==> src/rtl/access_pkg.sv <==
// Shared definitions for the access sequencer: state encoding, default
// timing/lockout parameters, the "no permission" code and a saturating
// fail-counter helper.
package access_pkg;

    typedef enum logic [1:0] {
        ST_IDLE  = 2'd0,
        ST_CHECK = 2'd1,
        ST_GRANT = 2'd2,
        ST_LOCK  = 2'd3
    } state_t;

    localparam int DEF_GRANT_CYCLES = 8;
    localparam int DEF_MAX_FAILS    = 3;
    localparam int DEF_LOCK_CYCLES  = 16;

    localparam logic [2:0] NO_PERM = 3'b000;

    localparam int TIMER_W = 8;
    localparam int FAIL_W  = 4;

    // Increment a fail count but never past max_fails.
    function automatic logic [FAIL_W-1:0] fail_inc_sat(input logic [FAIL_W-1:0] cnt,
                                                       input int max_fails);
        if (int'(cnt) >= max_fails) begin
            return FAIL_W'(max_fails);
        end
        return cnt + 1'b1;
    endfunction

endpackage

==> src/rtl/access_timer.sv <==
// 8-bit loadable down-counter shared by the grant window and the lockout
// period. expire is high while the count sits at 1, i.e. during the last
// cycle of the programmed interval.
module access_timer
    import access_pkg::*;
(
    input  logic               clk,
    input  logic               rst_n,
    input  logic               load,
    input  logic [TIMER_W-1:0] load_value,
    input  logic               en,
    output logic [TIMER_W-1:0] count,
    output logic               expire
);

    logic [TIMER_W-1:0] count_reg;

    // Load has priority; otherwise count down while enabled, stopping at zero.
    always_ff @(posedge clk or negedge rst_n) begin
        if (!rst_n) begin
            count_reg <= '0;
        end else if (load) begin
            count_reg <= load_value;
        end else if (en && (count_reg != '0)) begin
            count_reg <= count_reg - 1'b1;
        end
    end

    assign count  = count_reg;
    assign expire = (count_reg == TIMER_W'(1));

endmodule

==> src/rtl/access_sequencer.sv <==
// Access sequencer: latches a user/function request, checks the permission
// vector returned by the authentication stage one cycle later, then either
// opens a fixed-length grant window or refuses the request.
// Optional feature: define ACCESS_LOCKOUT_EN to build the consecutive-denial
// counter and the LOCK state; without it every denial simply returns to IDLE.
module access_sequencer
    import access_pkg::*;
#(
    parameter int GRANT_CYCLES = DEF_GRANT_CYCLES,
    parameter int MAX_FAILS    = DEF_MAX_FAILS,
    parameter int LOCK_CYCLES  = DEF_LOCK_CYCLES
) (
    input  logic       clk,
    input  logic       rst_n,
    input  logic       req,
    input  logic [2:0] user_code,
    input  logic [2:0] func_code,
    input  logic [2:0] perm,
    output logic [2:0] U_out,
    output logic [2:0] F_out,
    output logic       ack,
    output logic [2:0] grant,
    output logic       deny,
    output logic       busy,
    output logic       lockout,
    output logic       done
);

    // Reject out-of-range configurations at elaboration time.
    if (GRANT_CYCLES < 1 || GRANT_CYCLES > 255 ||
        MAX_FAILS < 1 || MAX_FAILS > 15 ||
        LOCK_CYCLES < 1 || LOCK_CYCLES > 255) begin : g_bad_params
        $error("access_sequencer: parameter out of range");
    end

    localparam logic [TIMER_W-1:0] GRANT_LOAD   = TIMER_W'(GRANT_CYCLES);
    localparam logic               GRANT_SINGLE = (GRANT_CYCLES == 1);

    state_t             state_reg;
    logic [2:0]         u_reg;
    logic [2:0]         f_reg;
    logic [2:0]         grant_reg;
    logic               ack_reg;
    logic               deny_reg;
    logic               done_reg;
    logic               busy_reg;
    logic               perm_ok;
    logic               timer_load;
    logic               timer_en;
    logic               timer_expire;
    logic [TIMER_W-1:0] timer_load_value;
    logic [TIMER_W-1:0] timer_count;

`ifdef ACCESS_LOCKOUT_EN
    localparam logic [TIMER_W-1:0] LOCK_LOAD = TIMER_W'(LOCK_CYCLES);
    logic [FAIL_W-1:0] fail_cnt_reg;
    logic              lock_entry;
    logic              lockout_reg;
`endif

    // Decide when and with what the shared timer is loaded: the grant length
    // on a good check, the lockout length when this denial trips the limit.
    always_comb begin
        perm_ok          = (perm != NO_PERM);
        timer_load       = 1'b0;
        timer_load_value = GRANT_LOAD;
`ifdef ACCESS_LOCKOUT_EN
        lock_entry       = (({1'b0, fail_cnt_reg} + 5'd1) >= 5'(MAX_FAILS));
`endif
        if (state_reg == ST_CHECK) begin
            if (perm_ok) begin
                timer_load = 1'b1;
            end
`ifdef ACCESS_LOCKOUT_EN
            else if (lock_entry) begin
                timer_load       = 1'b1;
                timer_load_value = LOCK_LOAD;
            end
`endif
        end
        timer_en = (state_reg == ST_GRANT) || (state_reg == ST_LOCK);
    end

    access_timer u_timer (
        .clk        (clk),
        .rst_n      (rst_n),
        .load       (timer_load),
        .load_value (timer_load_value),
        .en         (timer_en),
        .count      (timer_count),
        .expire     (timer_expire)
    );

    // Main sequencer FSM; every output is a register. done is set one edge
    // early so that it lines up with the final cycle of the grant window.
    always_ff @(posedge clk or negedge rst_n) begin
        if (!rst_n) begin
            state_reg    <= ST_IDLE;
            u_reg        <= '0;
            f_reg        <= '0;
            grant_reg    <= '0;
            ack_reg      <= 1'b0;
            deny_reg     <= 1'b0;
            done_reg     <= 1'b0;
            busy_reg     <= 1'b0;
`ifdef ACCESS_LOCKOUT_EN
            fail_cnt_reg <= '0;
            lockout_reg  <= 1'b0;
`endif
        end else begin
            ack_reg  <= 1'b0;
            deny_reg <= 1'b0;
            done_reg <= 1'b0;
            case (state_reg)
                ST_IDLE: begin
                    if (req) begin
                        u_reg     <= user_code;
                        f_reg     <= func_code;
                        ack_reg   <= 1'b1;
                        busy_reg  <= 1'b1;
                        state_reg <= ST_CHECK;
                    end
                end
                ST_CHECK: begin
                    if (perm_ok) begin
                        grant_reg <= perm;
                        done_reg  <= GRANT_SINGLE;
                        state_reg <= ST_GRANT;
`ifdef ACCESS_LOCKOUT_EN
                        fail_cnt_reg <= '0;
`endif
                    end else begin
                        deny_reg <= 1'b1;
`ifdef ACCESS_LOCKOUT_EN
                        if (lock_entry) begin
                            fail_cnt_reg <= '0;
                            lockout_reg  <= 1'b1;
                            state_reg    <= ST_LOCK;
                        end else begin
                            fail_cnt_reg <= fail_inc_sat(fail_cnt_reg, MAX_FAILS);
                            busy_reg     <= 1'b0;
                            state_reg    <= ST_IDLE;
                        end
`else
                        busy_reg  <= 1'b0;
                        state_reg <= ST_IDLE;
`endif
                    end
                end
                ST_GRANT: begin
                    if (timer_count == TIMER_W'(2)) begin
                        done_reg <= 1'b1;
                    end
                    if (timer_expire) begin
                        grant_reg <= '0;
                        busy_reg  <= 1'b0;
                        state_reg <= ST_IDLE;
                    end
                end
`ifdef ACCESS_LOCKOUT_EN
                ST_LOCK: begin
                    if (timer_expire) begin
                        lockout_reg <= 1'b0;
                        busy_reg    <= 1'b0;
                        state_reg   <= ST_IDLE;
                    end
                end
`endif
                default: begin
                    busy_reg  <= 1'b0;
                    state_reg <= ST_IDLE;
                end
            endcase
        end
    end

    assign U_out = u_reg;
    assign F_out = f_reg;
    assign ack   = ack_reg;
    assign grant = grant_reg;
    assign deny  = deny_reg;
    assign done  = done_reg;
    assign busy  = busy_reg;
`ifdef ACCESS_LOCKOUT_EN
    assign lockout = lockout_reg;
`else
    assign lockout = 1'b0;
`endif

endmodule

==> config.mk <==
export PLATFORM = sky130hd
export DESIGN_NAME = access_sequencer
export DESIGN_NICKNAME = d
export VERILOG_FILES = /design/src/rtl/access_pkg.sv /design/src/rtl/access_timer.sv /design/src/rtl/access_sequencer.sv
export SDC_FILE = /design/constraint.sdc
export NUM_CORES = 1
export LEC_CHECK = 0
export BUFFER_PORTS_ARGS = -buffer_cell sky130_fd_sc_hd__buf_2
export CAP_MARGIN = 25
export CORE_ASPECT_RATIO = 0.8
export CORE_UTILIZATION = 56
export DETAILED_ROUTE_END_ITERATION = 16
export PLACE_DENSITY = 0.91
export SLEW_MARGIN = 20
export SYNTH_ARGS = -nofsm -noshare
export SYNTH_HDL_FRONTEND = slang
export SYNTH_SLANG_ARGS = --single-unit
export TNS_END_PERCENT = 20
==> constraint.sdc <==
create_clock -name clk -period 2.31 [get_ports clk]
set_input_delay 0.3465 -clock clk [delete_from_list [all_inputs] [get_ports clk]]
set_output_delay 0.3465 -clock clk [all_outputs]
set_load 0.01 [all_outputs]
======== After elaboration in Yosys (flattened, before gate mapping) ========
Index checks and enable logic that the tools add are counted.
word-level totals
  register bits after elaboration ......... 23
  memories kept ........................... 0
  bits in read-only memories .............. 0
  output and inout bits ................... 14
  memory bits (writable) .................. 0
  latch bits .............................. 0
  word-level logic and storage cells ...... 51
cells by class
  reduce and logical (&&, ||, !) cells .... 11
  mux-type cells .......................... 21
  divide/modulo/power cells ............... 0
  $lt $le $gt $ge ......................... 0
  equality and inequality tests ........... 9
  add/subtract/negate cells ............... 1
  shifts and indexed selects .............. 0
  multiply operators ...................... 0
  bitwise operators ....................... 0
operators by type and width
  cell                 number
  $mux 8               2
  $mux 1               11
  $eq 8x1->1 const B   1
  $eq 8x2->1 const B   1
  $ne 2x2->1 const B   4
  $reduce_bool 8->1    1
  $sub 8x1->8 const B  1
  $mux 2               3
  $mux 3               2
  $pmux 2 s3           1
  $pmux 3 s2           1
  $reduce_and 3->1     2
  $eq 2x2->1 const B   2
  $reduce_and 2->1     2
  $reduce_bool 2->1    2
  $pmux 1 s3           1
  $reduce_bool 3->1    1
  $eq 2x1->1 const B   1
  $logic_not 2->1      1
  $logic_and 1x1->1    1
  $logic_or 1x1->1     1

======== Depth between registers and ports, before layout ========
Gate-level depths: netlist of the first run.
  depth after elaboration ................. 5
  mapped depth ............................ 5

======== Hierarchy ========
Synthesis of the first run repeated with hierarchy kept, for this count alone.
second synthesis, totals
  cells, all modules ...................... 119
  area, all modules ....................... 1244.9 um2
modules (own cells, without submodules)
  module            seq. area each (um2)  area an instance (um2)  cells each  times used
  access_sequencer  375.4                 670.6                   55          1
  access_timer      200.2                 574.3                   64          1

======== Least setup slack after synthesis of the first run ========
Ideal clock, no wire load.
  path type ............................... reg2reg
  from .................................... reg u_timer.count_reg[6], in the netlist u_timer.count[6]
  to ...................................... reg u_timer.count_reg[0], in the netlist u_timer.count[0]
  arrival time ............................ 1333 ps
  data required time ...................... 2231 ps
  cell stages (with the launch flop) ...... 4
  period minus slack after synthesis ...... 1412 ps
  slack ................................... 898 ps
  library setup time ...................... 79 ps
  path buffers ............................ 0
  cells stage by stage .................... dfrtp_1 or3_4 o41ai_4 mux2i_1
on the way
  longest elaborated chain between the ends .. 3
ends and longest elaborated chain
  item                                RTL line            text
  start, declared                     access_timer.sv:16  logic [TIMER_W-1:0] count_reg;
  start signal, assigned              access_timer.sv:23  count_reg <= load_value;
  start signal, assigned              access_timer.sv:25  count_reg <= count_reg - 1'b1;
  $reduce_bool 8->1                   access_timer.sv:24  end else if (en && (count_reg != '0)) begin
  $logic_and 1x1->1                   access_timer.sv:24
  $reduce_bool 2->1 (no source line)  n/a
Every way passes these cells.
A chain may end at the register's enable or synchronous reset.

======== Worst setup path after layout of the first run ========
  from .................................... reg u_timer.count_reg[5], in the netlist u_timer.count[5]
  to ...................................... reg grant_reg[0], in the netlist grant[0]
on the way
  longest elaborated chain between the ends .. 3
ends and longest elaborated chain
  item                               RTL line                 text
  $eq 8x1->1                         access_timer.sv:30       assign expire = (count_reg == TIMER_W'(1));
  $ne 2x2->1 (no source line)        n/a
  $reduce_and 3->1 (no source line)  n/a
  end signal, assigned               access_sequencer.sv:126  grant_reg <= perm;
  end, declared                      access_sequencer.sv:42   logic [2:0] grant_reg;
Every way passes these cells.

==> out/metrics.yaml, run 1 <==
drt:
  route.final.wire_length_um: 2260
  drt_drc_violations_left: 0
  drt_pass1_iterations: 4
  detailed_route_wire_length_per_cell_um: 16.0
  ant_nets: 0
  drt_iter0_markers: 30
  vias: 853
  route.detailed.vias_per_inst: 6.05
floorplan:
  floorplan.die.height_um: 42.1
  die_area_um2: 2190
  rows: 14
  core_area_um2: 1890
  floorplan.io_pins: 26
  initial_standard_cell_utilization_of_the_core_pct: 59.5
  die-width_um: 52.1
setup_path:
  crit_fanout: 6
  worstPathArrival_ns: 1.88
  reg2reg_from: "u_timer.count[5]$_DFFE_PN0P_"
  crit_required_ns: 2.54
  cp-end-kind: "register"
  timing.setup.critical_path_class: "reg -> reg"
  reg2regPathDepth: 3
  worst_setup_path_startpoint: "u_timer.count[5]$_DFFE_PN0P_"
  ff2ff_setup_slack_ns: 0.67
  timing.critical_path.from_type: "register"
  r2r-end: "grant[0]$_DFFE_PN0P_"
timing:
  setup_tns_ns: 0
  rsz0062_at_grt: "false"
  fmaxAchievable_ghz: 0.609
  report.final.setup_viol: 0
  tightestPinTransition_ns: 0.617
  finalMaxSlewViolations: 0
  post-route-min-period_ns: 1.64
  finalWorstSetupSlack_ns: 0.667
  layout_worst_path_cycle_share_pct: 71.1
  timing.slew.headroom_pct: 58.6
  hold_viol_final: 0
  clock_skew_ns: 0.0102
logic_synthesis:
  mean_instance_size_in_the_synthesized_netlist_um2: 12.5
  yosysTopAreaCell: "sky130_fd_sc_hd__dfrtp_1"
  post_synth_instance_area_um2: 1120
  synth.mux.area_fraction_pct: 8.68
  synth_top_cell_area_share_pct: 51.2
  synth-compound-area-share_pct: 14.9
  synth_simple_gate_area_share_pct: 17.9
  postSynthRegisterBits: 23
  synth_cell_type_count: 37
  ys_dominant_reg_cell: "sky130_fd_sc_hd__dfrtp_1"
  synth.cells.most_frequent: "23 x sky130_fd_sc_hd__dfrtp_1, 6 x sky130_fd_sc_hd__inv_1, 6 x sky130_fd_sc_hd__mux2_2"
  yosysSeqAreaShare_pct: 51.2
  parity_gate_share_of_the_synthesized_area_counting_xor_and_xnor_cells_pct: 0
  synth_edf_count: 0
  ys_async_sr_fraction_pct: 100
  synth_top_family_by_area: "simple AND/OR/NAND/NOR gates"
  ys_warn_count: 0
  synth_top_cells_by_area: "sky130_fd_sc_hd__dfrtp_1 51%, sky130_fd_sc_hd__mux2_2 6.0%, sky130_fd_sc_hd__ha_1 3.3%, sky130_fd_sc_hd__a32o_1 2.7%, sky130_fd_sc_hd__mux2i_1 2.7%"
  mappedNetlistNets: 105
  cell_count_after_synthesis: 90
  post-synth-top-count-cell: "sky130_fd_sc_hd__dfrtp_1"
  synth_adder_area_share_pct: 3.34
cts:
  worst_skew_pair.late_latency_ns: 0.33
  cts_sinks: 23
  cts.path.max_buffers: 2
  clk_pin_slew_ns: 0.13
  cts.htree.levels: 1
  post_cts.repair.setup_buffers: 0
  cts_tree: "yes"
  cts_root_buf: "sky130_fd_sc_hd__clkbuf_4"
  cts_made_buffers: 3
global_route:
  gr-total-overflow: 0
  antenna_found_initial: 0
  global_route.usage.total_pct: 24.5
  first_global_vias: 835
  largest_net_degree_at_the_start_of_global_routing: 24
  grt_first_pass_wirelength_um: 3900
power_and_ir_drop:
  power.share.switching_pct: 40.3
  combinational_power_share_pct: 42.6
  power_after_layout_mw: 1.61
  cell_internal_pwr_mw: 0.963
  vdd.ir_drop.worst_mv: 0.904
  power.share.sequential_pct: 45.5
  power.leakage_nw: 0.599
  power.net_switching_mw: 0.649
  power.density_cell_area_nw_per_um2: 1250
  share_clk_of_total_power_pct: 11.9
layout:
  largest_register_ffs: 8
  postLayoutCellArea_um2: 1290
  antennaDiodeCount: 0
  post_layout_nonfiller_instances: 141
  area_growth_from_synthesis_to_layout_pct: 15.0
  drive_above_1_share_pct: 36.8
  finish.net_count: 133
  fillers: 141
worst_hold_path:
  hold_class: "in -> reg"
  whs_endpoint: "F_out[1]$_DFFE_PN0P_"
  hold_path_depth: 2
  worstHoldStart: "func_code[1]"
place:
  placed_cell_area_um2: 1260
  placedCellCount: 136
  port_buffers: 24
  gpl.final_weighted_congestion: 0.813
  place_hpwl_um: 1650
  preCtsSetupSlack_ns: 0.688
outcome:
  outcome: "completed"
job:
  maxCapViolCount: 0
metrics by stage:
step	utilization, %	hold WS [ns]
after detailed placement	66.4	0.344
after CTS	68.4	0.237
after global routing	68.4	0.232
after floorplan	-	0.0509
after global placement	66.4	0.335
final	68.4	0.238
worst max path at each step:
stage | depth (start not counted) | to
global placement | 4 | state_reg[1]$_DFFE_PN0P_
detailed placement | 2 | F_out[0]$_DFFE_PN0P_
CTS | 2 | U_out[2]$_DFFE_PN0P_
finish | 3 | grant[0]$_DFFE_PN0P_
global route | 3 | grant[1]$_DFFE_PN0P_
floorplan | 3 | u_timer.count[0]$_DFFE_PN0P_
critical path, cell delays in order, from the launching register on:
cell	delay, ns
sky130_fd_sc_hd__dfrtp_1	0.46
sky130_fd_sc_hd__nor3_1	0.54
sky130_fd_sc_hd__nand4_1	0.24
sky130_fd_sc_hd__a32o_1	0.31
cell families after synthesis:
group,count (synthesis)
other cells,1
fa+ha+maj,3
buf+inv,8
flops,23
simple gates,26
mux,9
compound gates,20
area by class of cell:
class / instances / area (um^2) / area share [%]
sequential: 23 / 576 / 44.5
multi-input combinational: 59 / 508 / 39.3
timing repair buffer: 25 / 130 / 10.1
tap: 24 / 30.0 / 2.32
clock buffer: 3 / 22.5 / 1.74
inverter: 6 / 22.5 / 1.74
clock inverter: 1 / 5.00 / 0.387
cell usage in the layout, fill, tap and decap left out, types with 2 or more instances in the layout:
cell	n
sky130_fd_sc_hd__inv_1	6
sky130_fd_sc_hd__nand2b_1	3
sky130_fd_sc_hd__dfrtp_1	23
sky130_fd_sc_hd__buf_2	24
sky130_fd_sc_hd__a32o_1	3
sky130_fd_sc_hd__o21ai_0	3
sky130_fd_sc_hd__nor3_1	2
sky130_fd_sc_hd__ha_1	3
sky130_fd_sc_hd__mux2_2	6
sky130_fd_sc_hd__a31o_2	2
sky130_fd_sc_hd__nor2_1	2
sky130_fd_sc_hd__nand4_1	2
sky130_fd_sc_hd__nand4b_1	2
sky130_fd_sc_hd__clkbuf_4	3
sky130_fd_sc_hd__a21oi_1	4
sky130_fd_sc_hd__nand2_1	3
sky130_fd_sc_hd__o211ai_1	2
sky130_fd_sc_hd__mux2i_1	3
metal layers:
| metal | track usage (%) | share of wire (%) |
|---|---|---|
| met3 | 6.88 | 6.5 |
| met4 | 5.95 | 3.0 |
| met2 | 38.2 | 48 |
| met1 | 34.0 | 43 |
| met5 | 0 | 0 |
timing repair:
item | in CTS | in global routing
resized for setup | 0 | 0
hold buffers | 1 | 0
hold endpoints to repair | 23 | 0
power by group through the flow:
stage | Sequential, mW | Combinational (mW) | Clock [mW]
after detailed placement | 0.741 | 0.682 | 0
after global placement | 0.728 | 0.649 | 0
final | 0.734 | 0.688 | 0.191
after floorplan | 0.742 | 0.467 | 0
after global routing | 0.759 | 0.758 | 0.206
after CTS | 0.733 | 0.686 | 0.192
(Power assumes the default switching activity.)
==> inputs of run 2 (changes only) <==
Settings changed: CORE_UTILIZATION 56 to 47, PLACE_DENSITY 0.91 to 0.82.
Clock period 2.31 ns to 1.4 ns, I/O delays scaled along.
==> out/metrics.yaml, run 2 (same netlist as run 1, synthesis figures left out) <==
floorplan:
  initial_standard_cell_utilization_of_the_core_pct: 50.8  # was 59.5%
  floorplan.io_pins: 26  # unchanged
  core_area_um2: 2210  # was 1890 um^2
  floorplan.die.height_um: 45.8  # was 42.1 um
  die-width_um: 56.7  # was 52.1 um
  rows: 15  # was 14
  die_area_um2: 2590  # was 2190 um^2
timing:
  layout_worst_path_cycle_share_pct: 101  # was 71.1%
  hold_viol_final: 0  # unchanged
  fmaxAchievable_ghz: 0.706  # was 0.609 GHz
  finalMaxSlewViolations: 0  # unchanged
  clock_skew_ns: 0.00152  # was 0.0102 ns
  setup_tns_ns: -0.0435  # was 0 ns
  rsz0062_at_grt: "true"  # was false
  report.final.setup_viol: 4  # was 0
  post-route-min-period_ns: 1.42  # was 1.64 ns
  finalWorstSetupSlack_ns: -0.0168  # was 0.667 ns
layout:
  drive_above_1_share_pct: 51.5  # was 36.8%
  commonest_non_fill_non_tap_cell_in_the_layout: "sky130_fd_sc_hd__buf_2"  # unchanged
  fillers: 175  # was 141
  finish.net_count: 150  # was 133
  antennaDiodeCount: 0  # unchanged
  largest_register_ffs: 8  # unchanged
  area_growth_from_synthesis_to_layout_pct: 29.6  # was 15.0%
  layout.cells.most_common_list: "24 x sky130_fd_sc_hd__buf_2, 20 x sky130_fd_sc_hd__dfrtp_1, 17 x sky130_fd_sc_hd__buf_4"  # was 24 x sky130_fd_sc_hd__buf_2, 23 x sky130_fd_sc_hd__dfrtp_1, 6 x sky130_fd_sc_hd__inv_1, 6 x sky130_fd_sc_hd__mux2_2, 4 x sky130_fd_sc_hd__a21oi_1
worst_hold_path:
  hold_path_depth: 2  # unchanged
  hold_class: "in -> reg"  # unchanged
setup_path:
  reg2regPathDepth: 3  # unchanged
  critical_path.slowest_cell: "sky130_fd_sc_hd__dfrtp_2"  # was sky130_fd_sc_hd__nor3_1
  timing.setup.critical_path_class: "reg -> reg"  # unchanged
  crit_fanout: 5  # was 6
  timing.critical_path.from_type: "register"  # unchanged
  max_stage_delay_ns: 0.45  # was 0.54 ns
  cp-end-kind: "register"  # unchanged
  timing.critical_path.cells: "or3_4 > o41ai_4 > mux2i_1"  # was nor3_1 > nand4_1 > a32o_1
  worstPathArrival_ns: 1.65  # was 1.88 ns
  crit_required_ns: 1.64  # was 2.54 ns
cts:
  cts.path.max_buffers: 2  # unchanged
  post_cts.repair.setup_buffers: 0  # unchanged
  cts_root_buf: "sky130_fd_sc_hd__clkbuf_4"  # unchanged
  worst_skew_pair.late_latency_ns: 0.30  # was 0.33 ns
  cts_sinks: 23  # unchanged
  cts_made_buffers: 3  # unchanged
  cts_tree: "yes"  # unchanged
  clk_pin_slew_ns: 0.12  # was 0.13 ns
  cts.htree.levels: 1  # unchanged
drt:
  route.detailed.vias_per_inst: 5.42  # was 6.05
  wl_met1_um: 1150  # was 961 um
  ant_nets: 0  # unchanged
  vias: 861  # was 853
  drt_pass1_iterations: 10  # was 4
  top_layer_used: "met4"  # unchanged
  met2RoutedLength_um: 1070  # was 1080 um
  wl_met3_um: 89  # was 147 um
  drt_drc_violations_left: 4  # was 0
  detailed_route_wire_length_per_cell_um: 14.6  # was 16.0 um
  drt_iter0_markers: 19  # was 30
  route.final.wire_length_um: 2320  # was 2260 um
power_and_ir_drop:
  power.leakage_nw: 0.681  # was 0.599 nW
  vdd.ir_drop.worst_mv: 1.07  # was 0.904 mV
  power_after_layout_mw: 3.01  # was 1.61 mW
  power.density_cell_area_nw_per_um2: 2060  # was 1250 nW/um^2
global_route:
  grt_first_pass_wirelength_um: 3820  # was 3900 um
  global_route.usage.total_pct: 20.0  # was 24.5%
  first_global_vias: 841  # was 835
  gr-total-overflow: 0  # unchanged
  antenna_found_initial: 0  # unchanged
  largest_net_degree_at_the_start_of_global_routing: 24  # unchanged
place:
  gpl.final_weighted_congestion: 0.903  # was 0.813
  port_buffers: 24  # unchanged
  place_hpwl_um: 1800  # was 1650 um
  preCtsSetupSlack_ns: -0.0893  # was 0.688 ns
outcome:
  failing_checks: "design-rule violations, negative setup slack"
  outcome: "finished, violations left"  # was completed
job:
  maxCapViolCount: 0  # unchanged
-- run 2: changes by cell type in the layout (fill, tap and decap cells not counted), moves of 2 or more --
cell	previous run	this run
sky130_fd_sc_hd__dfrtp_1	23	20
sky130_fd_sc_hd__inv_2	0	2
sky130_fd_sc_hd__a21oi_2	0	2
sky130_fd_sc_hd__buf_4	0	17
sky130_fd_sc_hd__a21oi_1	4	2
sky130_fd_sc_hd__dfrtp_2	0	3
sky130_fd_sc_hd__inv_1	6	4
-- run 2: layout make-up --
class | instances | area (um^2) | area share [%]
Tap cell | 25 | 31.3 | 2.15
Inverter | 6 | 22.5 | 1.55
Multi-Input combinational cell | 59 | 541 | 37.1
Sequential cell | 23 | 579 | 39.7
Clock buffer | 4 | 26.3 | 1.80
Timing Repair Buffer | 42 | 258 | 17.7
-- run 2: layer usage --
metal / vias to the layer above / track usage, %
met3: 2 / 5.97
met2: 15 / 33.8
met4: 0 / 4.50
met5: - / 0
li1: 423 / -
met1: 421 / 25.9
-- run 2: final timing paths --
path                                                endpoint                          from  slack (ns)
worst min register to register              busy$_DFFE_PN0P_              busy$_DFFE_PN0P_        0.51
worst min-delay path                    F_out[0]$_DFFE_PN0P_                  func_code[0]        0.13
worst max register to register  u_timer.count[0]$_DFFE_PN0P_  u_timer.count[5]$_DFFE_PN0P_       -0.02
worst max-delay path            u_timer.count[0]$_DFFE_PN0P_  u_timer.count[5]$_DFFE_PN0P_       -0.02
max in group asynchronous           state_reg[1]$_DFFE_PN0P_                         rst_n        0.65
min in group asynchronous       u_timer.count[6]$_DFFE_PN0P_                         rst_n        0.38
-- run 2: critical path: cells and delay by family, from the launching register on --
kind	cells	cell delay, ns
simple gates	1	0.40
compound gates	1	0.27
flops	1	0.45
mux	1	0.23
-- run 2: where the power goes --
part | switching, mW | internal, mW
logic | 0.731 | 0.831
registers | 0.216 | 0.934
clock network | 0.186 | 0.111
-- run 2: metrics by stage --
stage                     util, %  instance area [um^2]  hold WS, ns  std cells
after global routing         65.8                  1460        0.106        159
after global placement       63.0                  1400        0.207        154
final                        65.8                  1460        0.125        159
after floorplan                 -                  1130      -0.0856         90
after detailed placement     63.0                  1400        0.208        154
after CTS                    65.2                  1440        0.118        159
-- run 2: timing repair --
item,4_1_cts,5_1_grt
setup endpoints to repair,6,10
resized for setup,6,4
hold endpoints to repair,23,0
hold buffers,1,0
pin swaps,4,1
